### config.mk
export PLATFORM = sky130hd
export DESIGN_NAME = clock_monitor
export DESIGN_NICKNAME = d
export VERILOG_FILES = /design/src/rtl/clock_monitor.sv
export SDC_FILE = /design/constraint.sdc
export NUM_CORES = 1
export LEC_CHECK = 0
export ABC_AREA = 0
export CORE_ASPECT_RATIO = 1.5
export CORE_MARGIN = 4
export CORE_UTILIZATION = 40
export CTS_CLUSTER_SIZE = 10
export DETAILED_ROUTE_END_ITERATION = 8
export PLACE_DENSITY_LB_ADDON = 0.05
export REMOVE_ABC_BUFFERS = 1
export SKIP_LAST_GASP = 1
export SLEW_MARGIN = 0
export SYNTH_ARGS = -nofsm -noshare
export SYNTH_HDL_FRONTEND = slang
export SYNTH_SLANG_ARGS = --single-unit
### constraint.sdc
create_clock -name clk_pi -period 2.3 [get_ports clk_pi]
set_input_delay 0.575 -clock clk_pi [delete_from_list [all_inputs] [get_ports clk_pi]]
set_output_delay 0.575 -clock clk_pi [all_outputs]
set_load 0.01 [all_outputs]
### src/rtl/clock_monitor.sv
// ============================================================================
// clock_monitor : measures high/low/period of an asynchronous clock in clk_pi
// cycles, flags out-of-range phases and stuck clocks, and reports lock.
// Revision: 1.0
// ============================================================================
`default_nettype none

module clock_monitor #(
  parameter int CNT_W       = 16,
  parameter int SYNC_STAGES = 2,
  parameter int MIN_HIGH    = 3,
  parameter int MAX_HIGH    = 5,
  parameter int MIN_LOW     = 3,
  parameter int MAX_LOW     = 5,
  parameter int TIMEOUT     = 64,
  parameter int LOCK_CNT    = 4
) (
  input  logic             clk_pi,
  input  logic             rst_pi,
  input  logic             enable_pi,
  input  logic             mon_clk_pi,
  input  logic             clear_err_pi,
  output logic [CNT_W-1:0] high_cnt_po,
  output logic [CNT_W-1:0] low_cnt_po,
  output logic [CNT_W-1:0] period_cnt_po,
  output logic             meas_valid_po,
  output logic             locked_po,
  output logic             err_high_po,
  output logic             err_low_po,
  output logic             err_stuck_po
);

  localparam int LOCK_W = $clog2(LOCK_CNT + 1);

  localparam logic [1:0] IDLE      = 2'd0;
  localparam logic [1:0] WAIT_RISE = 2'd1;
  localparam logic [1:0] MEAS_HIGH = 2'd2;
  localparam logic [1:0] MEAS_LOW  = 2'd3;

  localparam logic [CNT_W-1:0]  c_one      = CNT_W'(1);
  localparam logic [CNT_W-1:0]  c_min_high = CNT_W'(MIN_HIGH);
  localparam logic [CNT_W-1:0]  c_max_high = CNT_W'(MAX_HIGH);
  localparam logic [CNT_W-1:0]  c_min_low  = CNT_W'(MIN_LOW);
  localparam logic [CNT_W-1:0]  c_max_low  = CNT_W'(MAX_LOW);
  localparam logic [CNT_W-1:0]  c_timeout  = CNT_W'(TIMEOUT);
  localparam logic [LOCK_W-1:0] c_lock     = LOCK_W'(LOCK_CNT);

  logic [SYNC_STAGES-1:0] sync_q, sync_d;
  logic                   hist_q, hist_d;
  logic [1:0]             state_q, state_d;
  logic [CNT_W-1:0]       run_cnt_q, run_cnt_d;
  logic [CNT_W-1:0]       high_cnt_q, high_cnt_d;
  logic [CNT_W-1:0]       low_cnt_q, low_cnt_d;
  logic [CNT_W-1:0]       period_cnt_q, period_cnt_d;
  logic                   meas_valid_q, meas_valid_d;
  logic [LOCK_W-1:0]      lock_cnt_q, lock_cnt_d;
  logic                   err_high_q, err_high_d;
  logic                   err_low_q, err_low_d;
  logic                   err_stuck_q, err_stuck_d;

  logic             mon_sync, rise, fall, mon_edge;
  logic             run_high_ok, run_low_ok, cap_high_ok, timed_out;
  logic [CNT_W:0]   period_sum;
  logic [CNT_W-1:0] period_sat, run_inc;
  logic             set_high, set_low, set_stuck;

  always_comb begin
    sync_d      = {sync_q[SYNC_STAGES-2:0], mon_clk_pi};
    hist_d      = sync_q[SYNC_STAGES-1];
    mon_sync    = sync_q[SYNC_STAGES-1];
    rise        = mon_sync & ~hist_q;
    fall        = ~mon_sync & hist_q;
    mon_edge    = rise | fall;
    run_high_ok = (run_cnt_q >= c_min_high) && (run_cnt_q <= c_max_high);
    run_low_ok  = (run_cnt_q >= c_min_low) && (run_cnt_q <= c_max_low);
    cap_high_ok = (high_cnt_q >= c_min_high) && (high_cnt_q <= c_max_high);
    timed_out   = (run_cnt_q >= c_timeout);
    period_sum  = {1'b0, high_cnt_q} + {1'b0, run_cnt_q};
    period_sat  = period_sum[CNT_W] ? '1 : period_sum[CNT_W-1:0];
    run_inc     = (run_cnt_q == '1) ? run_cnt_q : run_cnt_q + c_one;
  end

  always_comb begin
    state_d      = state_q;
    run_cnt_d    = mon_edge ? c_one : run_inc;
    high_cnt_d   = high_cnt_q;
    low_cnt_d    = low_cnt_q;
    period_cnt_d = period_cnt_q;
    meas_valid_d = 1'b0;
    lock_cnt_d   = lock_cnt_q;
    set_high     = 1'b0;
    set_low      = 1'b0;
    set_stuck    = 1'b0;

    if (!enable_pi) begin
      state_d    = IDLE;
      run_cnt_d  = '0;
      lock_cnt_d = '0;
    end else begin
      case (state_q)
        IDLE: begin
          run_cnt_d  = '0;
          lock_cnt_d = '0;
          state_d    = WAIT_RISE;
        end
        WAIT_RISE: begin
          if (rise) state_d = MEAS_HIGH;
        end
        MEAS_HIGH: begin
          if (fall) begin
            high_cnt_d = run_cnt_q;
            set_high   = !run_high_ok;
            state_d    = MEAS_LOW;
          end else if (timed_out) begin
            set_stuck = 1'b1;
            state_d   = WAIT_RISE;
          end
        end
        MEAS_LOW: begin
          if (rise) begin
            low_cnt_d    = run_cnt_q;
            period_cnt_d = period_sat;
            meas_valid_d = 1'b1;
            set_low      = !run_low_ok;
            state_d      = MEAS_HIGH;
            // A period counts toward lock only if both of its phases were in range.
            if (run_low_ok && cap_high_ok)
              lock_cnt_d = (lock_cnt_q == c_lock) ? lock_cnt_q : lock_cnt_q + LOCK_W'(1);
            else
              lock_cnt_d = '0;
          end else if (timed_out) begin
            set_stuck = 1'b1;
            state_d   = WAIT_RISE;
          end
        end
        default: state_d = IDLE;
      endcase
    end

    if (set_high || set_low || set_stuck) lock_cnt_d = '0;

    err_high_d  = set_high  | (err_high_q  & ~clear_err_pi);
    err_low_d   = set_low   | (err_low_q   & ~clear_err_pi);
    err_stuck_d = set_stuck | (err_stuck_q & ~clear_err_pi);
  end

  always_ff @(posedge clk_pi) begin
    if (rst_pi) begin
      sync_q       <= '0;
      hist_q       <= 1'b0;
      state_q      <= IDLE;
      run_cnt_q    <= '0;
      high_cnt_q   <= '0;
      low_cnt_q    <= '0;
      period_cnt_q <= '0;
      meas_valid_q <= 1'b0;
      lock_cnt_q   <= '0;
      err_high_q   <= 1'b0;
      err_low_q    <= 1'b0;
      err_stuck_q  <= 1'b0;
    end else begin
      sync_q       <= sync_d;
      hist_q       <= hist_d;
      state_q      <= state_d;
      run_cnt_q    <= run_cnt_d;
      high_cnt_q   <= high_cnt_d;
      low_cnt_q    <= low_cnt_d;
      period_cnt_q <= period_cnt_d;
      meas_valid_q <= meas_valid_d;
      lock_cnt_q   <= lock_cnt_d;
      err_high_q   <= err_high_d;
      err_low_q    <= err_low_d;
      err_stuck_q  <= err_stuck_d;
    end
  end

  assign high_cnt_po   = high_cnt_q;
  assign low_cnt_po    = low_cnt_q;
  assign period_cnt_po = period_cnt_q;
  assign meas_valid_po = meas_valid_q;
  assign locked_po     = (lock_cnt_q == c_lock);
  assign err_high_po   = err_high_q;
  assign err_low_po    = err_low_q;
  assign err_stuck_po  = err_stuck_q;

endmodule

`default_nettype wire

Yosys cells after proc, flatten, opt, wreduce, memory -nomap -nowiden
Cells that the tools add are included.
Widths: inputs -> output; s select.

operators by class
  reduce and logical (&&, ||, !) cells = 16
  mux-type cells = 24
  add/sub/neg operators = 3
  order comparisons = 5
  equal/unequal tests = 9
  bitwise logic cells = 14

operator list
  cell                   number
  $ge 16x2->1 const B    2
  $le 16x3->1 const B    2
  $add 16x16->17         1
  $add 16x1->16 const B  1
  $eq 16x16->1 const B   1
  $ge 16x7->1 const B    1
  $mux 16                1
  $mux 1                 13
  $mux 3                 3
  $reduce_and 3->1       3
  $reduce_or 3->1        3
  $mux 2                 4
  $pmux 2 s4             1
  $ne 2x2->1 const B     3
  $pmux 3 s2             1
  $and 1x1->1            5
  $not 1->1              5
  $eq 2x2->1 const B     2
  $or 1x1->1             4
  $reduce_or 4->1        1
  $add 3x1->3 const B    1
  $eq 3x3->1 const B     1
  $logic_and 1x1->1      3
  $ne 3x3->1 const B     1
  other kinds (7)        8

storage, ports and cells
  bits of input ports = 5
  word-level logic and storage cells = 84
  output and inout bits = 53
  flip-flop bits (word level) = 76

Logic depth before layout (Yosys ltp)
  word-level depth = 9
  mapped depth = 10
  mapped depth without buffers = 9

Worst setup path before layout
Ideal clock, no wire load.

  kind = reg2reg
  start = reg run_cnt_q[0]
  end = reg period_cnt_q[14] (netlist: period_cnt_po[14])
  arrival = 2191 ps
  data required time = 2214 ps
  path slack = 23 ps
  stages on the path, launching flop included = 11
  buffers on the path = 1
  setup time = 86 ps
  clock period less this slack = 2277 ps
  path through = dfxtp_1 -> ha_1 -> inv_1 -> fa_1 -> nor2b_1 -> o2111ai_1 -> a21o_1 -> a31oi_1 -> nor3_1 -> clkbuf_1 -> a211oi_1

between the ends
  longest elaborated chain between the ends = 2

RTL lines
  element                 line  text
  from (decl)             51    logic [CNT_W-1:0] run_cnt_q, run_cnt_d;
  from (signal assigned)  165   run_cnt_q <= run_cnt_d;
  $add 16x16->17          78    period_sum = {1'b0, high_cnt_q} + {1'b0, run_cnt_q};
  $mux 16                 79    period_sat = period_sum[CNT_W] ? '1 : period_sum[CNT_W-1:0];
  to (signal assigned)    168   period_cnt_q <= period_cnt_d;
  to (decl)               54    logic [CNT_W-1:0] period_cnt_q, period_cnt_d;

Every way passes these cells.
A chain may end at the register's enable or synchronous reset.

Worst setup path after layout
  start = reg lock_cnt_q[0]
  end = out locked_po

between the ends
  longest elaborated chain between the ends = 1

RTL lines
  element                 line  text
  from (decl)             56    logic [LOCK_W-1:0] lock_cnt_q, lock_cnt_d;
  from (signal assigned)  170   lock_cnt_q <= lock_cnt_d;
  $eq 3x3->1              181   assign locked_po = (lock_cnt_q == c_lock);
  to (decl)               27    output logic locked_po,

Every way passes these cells.

==> metrics.yaml <==
run_status:
  status: "finished, final reports clean"
synth:
  seq_area_frac_synth_pct: 39.5
  ys_ff_latch: 76
  syn_area_mm2: 0.00385
  syn-instance-count: 467
  synthTopCellsByCount: "nand2_1 (86), dfxtp_1 (76), a21oi_1 (52), nor2_1 (45), ha_1 (24)"
  synth_flop_cell: "dfxtp_1"
  ys_warn_count: 0
  synth.area.top_cells: "dfxtp_1 (40%), nand2_1 (8.4%), ha_1 (7.8%), a21oi_1 (6.8%), nor2_1 (4.4%)"
  syn_avg_cell_area_um2: 8.24
  synth-edff-count: 0
  yosysMostFrequentCell: "nand2_1"
  synth_top_area_cell: "dfxtp_1"
  yosys.area.top_type_share_pct: 39.5
  synth_cell_types: 57
  async_reset_ff_share_pct: 0
power_and_ir_drop:
  power.density_mw_per_mm2: 513
  power.leakage_nw: 1.98
  ir_drop_uv: 379
sta:
  slew-limit-headroom_pct: 61.2
  rsz0062_at_grt: "yes"
  worst_slack_ns: 0.0342
  min_period_over_period_pct: 98.5
  period_needed_ns: 2.27
  worstMarginPinSlew_ns: 0.576
  finalSetupViolCount: 0
  final_hold_viol_count: 0
  finalClockSkew_ns: 0.00676
  max_clock_freq_mhz: 441
  whs_ns: 0.435
  finalMaxSlewViolations: 0
place:
  place.gp.congestion: 0.881
  place_worst_setup_slack_ns: -0.202
  port_buffers: 57
  dp_hpwl_um: 7990
drt:
  drt-met1-wl_um: 4670
  dr_wl_met3_um: 365
  drtPass1Iterations: 4
  avgRoutedWirePerCell_um: 15.1
  wl_met2_um: 5240
  routed_wl_um: 10500
  ant_nets: 0
  routed.top_layer: "met4"
  route.detailed.drc: 0
  drtIter0Drc: 185
  vias_per_cell: 5.25
  vias: 3667
worst_setup_path:
  path_common_cell: "inv_1"
  path_delay_family: "buffers and inverters"
  path_max_fanout: 3
  cp_data_arrival_time_ns: 1.69
  crit_chain: "inv_1 -> ha_1 -> nand2_1 -> inv_1 -> clkdlybuf4s50_1"
  cpPeakStageDelay_ns: 0.55
  crit_slowest_cell: "clkdlybuf4s50_1"
  required_ns: 1.73
  end_kind: "output port"
  path_buf_inv: 3
  start_kind: "flop"
  critical_path_class: "reg2out"
grt:
  gr-total-overflow: 0
  grt_usage_pct: 19.6
  grt_pass1_wl_um: 17200
  grt_max_degree: 44
  antenna_found_initial: 0
  grt_pass1_vias: 3586
die:
  start_util_pct: 41.4
  placementRows: 43
  die_h_um: 128
  coreArea_mm2: 0.00931
  die_w_um: 88.1
  ios: 58
  dieArea_mm2: 0.0113
cts:
  cts_buffers: 9
  worstSkewPairLatency_ns: 0.33
  cts_htree_levels: 3
  cts_root_buf: "clkbuf_16"
  path_clk_slew_ns: 0.05
  tritoncts: "built"
  cts_sinks: 76
  cts_max_path_buffers: 2
  ctsHoldBuffers: 0
cells_and_area:
  syn2layout_area_growth_pct: 41.5
  drive_above_1_share_pct: 19.6
  antenna_cells: 0
  n_fill_cell: 860
  final_nets: 613
  final_util_pct: 58.5
min_path:
  hp-class: "reg2reg"
job:
  max-cap-violations: 0
-- logic make-up (layout without fill, tap and decap cells) --
| logic type | count (synthesis) | count (layout) | share of synthesized area [%] |
|---|---|---|---|
| AO/OA/AOI/OAI | 112 | 112 | 18.7 |
| XOR/XNOR | 20 | 20 | 4.55 |
| adder cells (fa/ha/maj) | 25 | 25 | 8.32 |
| buffers and inverters | 33 | 152 | 3.44 |
| flip-flops | 76 | 76 | 39.5 |
| multiplexers | 1 | 1 | 0.260 |
| AND/OR/NAND/NOR | 200 | 200 | 25.2 |
-- cells in the final DEF, fill, tap and decap left out, drive strengths merged, types with 2 or more instances in the layout --
master,netlist,final
o2111ai,2,2
a31oi,5,5
or4,5,5
o21bai,2,2
nor2,45,45
a21o,3,3
nand2b,5,5
inv,13,13
nand2,86,86
nand3,11,11
nand4,5,5
a21oi,53,53
o21a,3,3
xnor2,13,13
a2111o,3,3
clkdlybuf4s50,0,56
o311ai,4,4
xor2,7,7
dfxtp,76,76
nor4,7,7
buf,5,69
and3,4,4
nor2b,10,10
clkbuf,15,12
ha,24,24
o21ai,12,12
o41ai,3,3
nor3b,4,4
a211oi,13,13
a21boi,2,2
nor3,12,12
-- flip-flops by register name, indices dropped and copies added, names as in the netlist --
signal	count
sync_q	2
err_stuck_po	1
err_high_po	1
lock_cnt_q	3
high_cnt_po	16
period_cnt_po	16
run_cnt_q	16
meas_valid_po	1
hist_q	1
state_q	2
err_low_po	1
low_cnt_po	16
-- layer usage --
metal / vias up / track usage, %
li1: 1883 / -
met1: 1703 / 24.2
met2: 66 / 32.8
met3: 15 / 4.05
met4: 0 / 8.01
met5: - / 0
-- stage by stage --
step | power (mW) | instances | setup TNS (ns) | cell area, um2
after detailed placement | 1.41 | 682 | -2.59 | 4980
after global routing | 2.89 | 698 | -0.234 | 5450
final | 2.79 | 698 | 0 | 5450
after floorplan | 1.37 | 447 | -2.74 | 3770
after global placement | 1.41 | 682 | -1.84 | 4980
after CTS | 2.83 | 697 | -0.0113 | 5310
-- power breakdown --
part	total [mW]	switching [mW]	internal, mW
clock network	1.41	0.520	0.885
logic	0.0640	0.0391	0.0249
registers	1.32	0.00310	1.32
total	2.79	0.562	2.23
-- worst paths after layout --
check | start | slack [ns] | cells past startpoint | endpoint
setup / recovery | lock_cnt_q[0] | 0.03 | 5 | locked_po
hold / removal | sync_q[0] | 0.43 | 1 | sync_q[1]
setup reg to reg | high_cnt_po[0] | 0.05 | 10 | period_cnt_po[2]
hold reg to reg | sync_q[0] | 0.43 | 1 | sync_q[1]
-- final cells by class --
| type | count | area, um2 | share of cell area, % |
|---|---|---|---|
| multi-input combinational | 358 | 2350 | 43.1 |
| sequential | 76 | 1520 | 28.0 |
| timing repair buffer | 125 | 1100 | 20.1 |
| clock buffer | 12 | 256 | 4.71 |
| tap | 112 | 140 | 2.57 |
| inverter | 13 | 48.8 | 0.896 |
| clock inverter | 2 | 35.0 | 0.643 |
-- timing repair --
action,in CTS,in global routing
gates resized for setup,5,29
setup buffers,1,1
pin swaps,1,9
cloned,0,0
endpoints found under the setup margin,16,19
No activity file was read; power rests on OpenSTA's default activity.
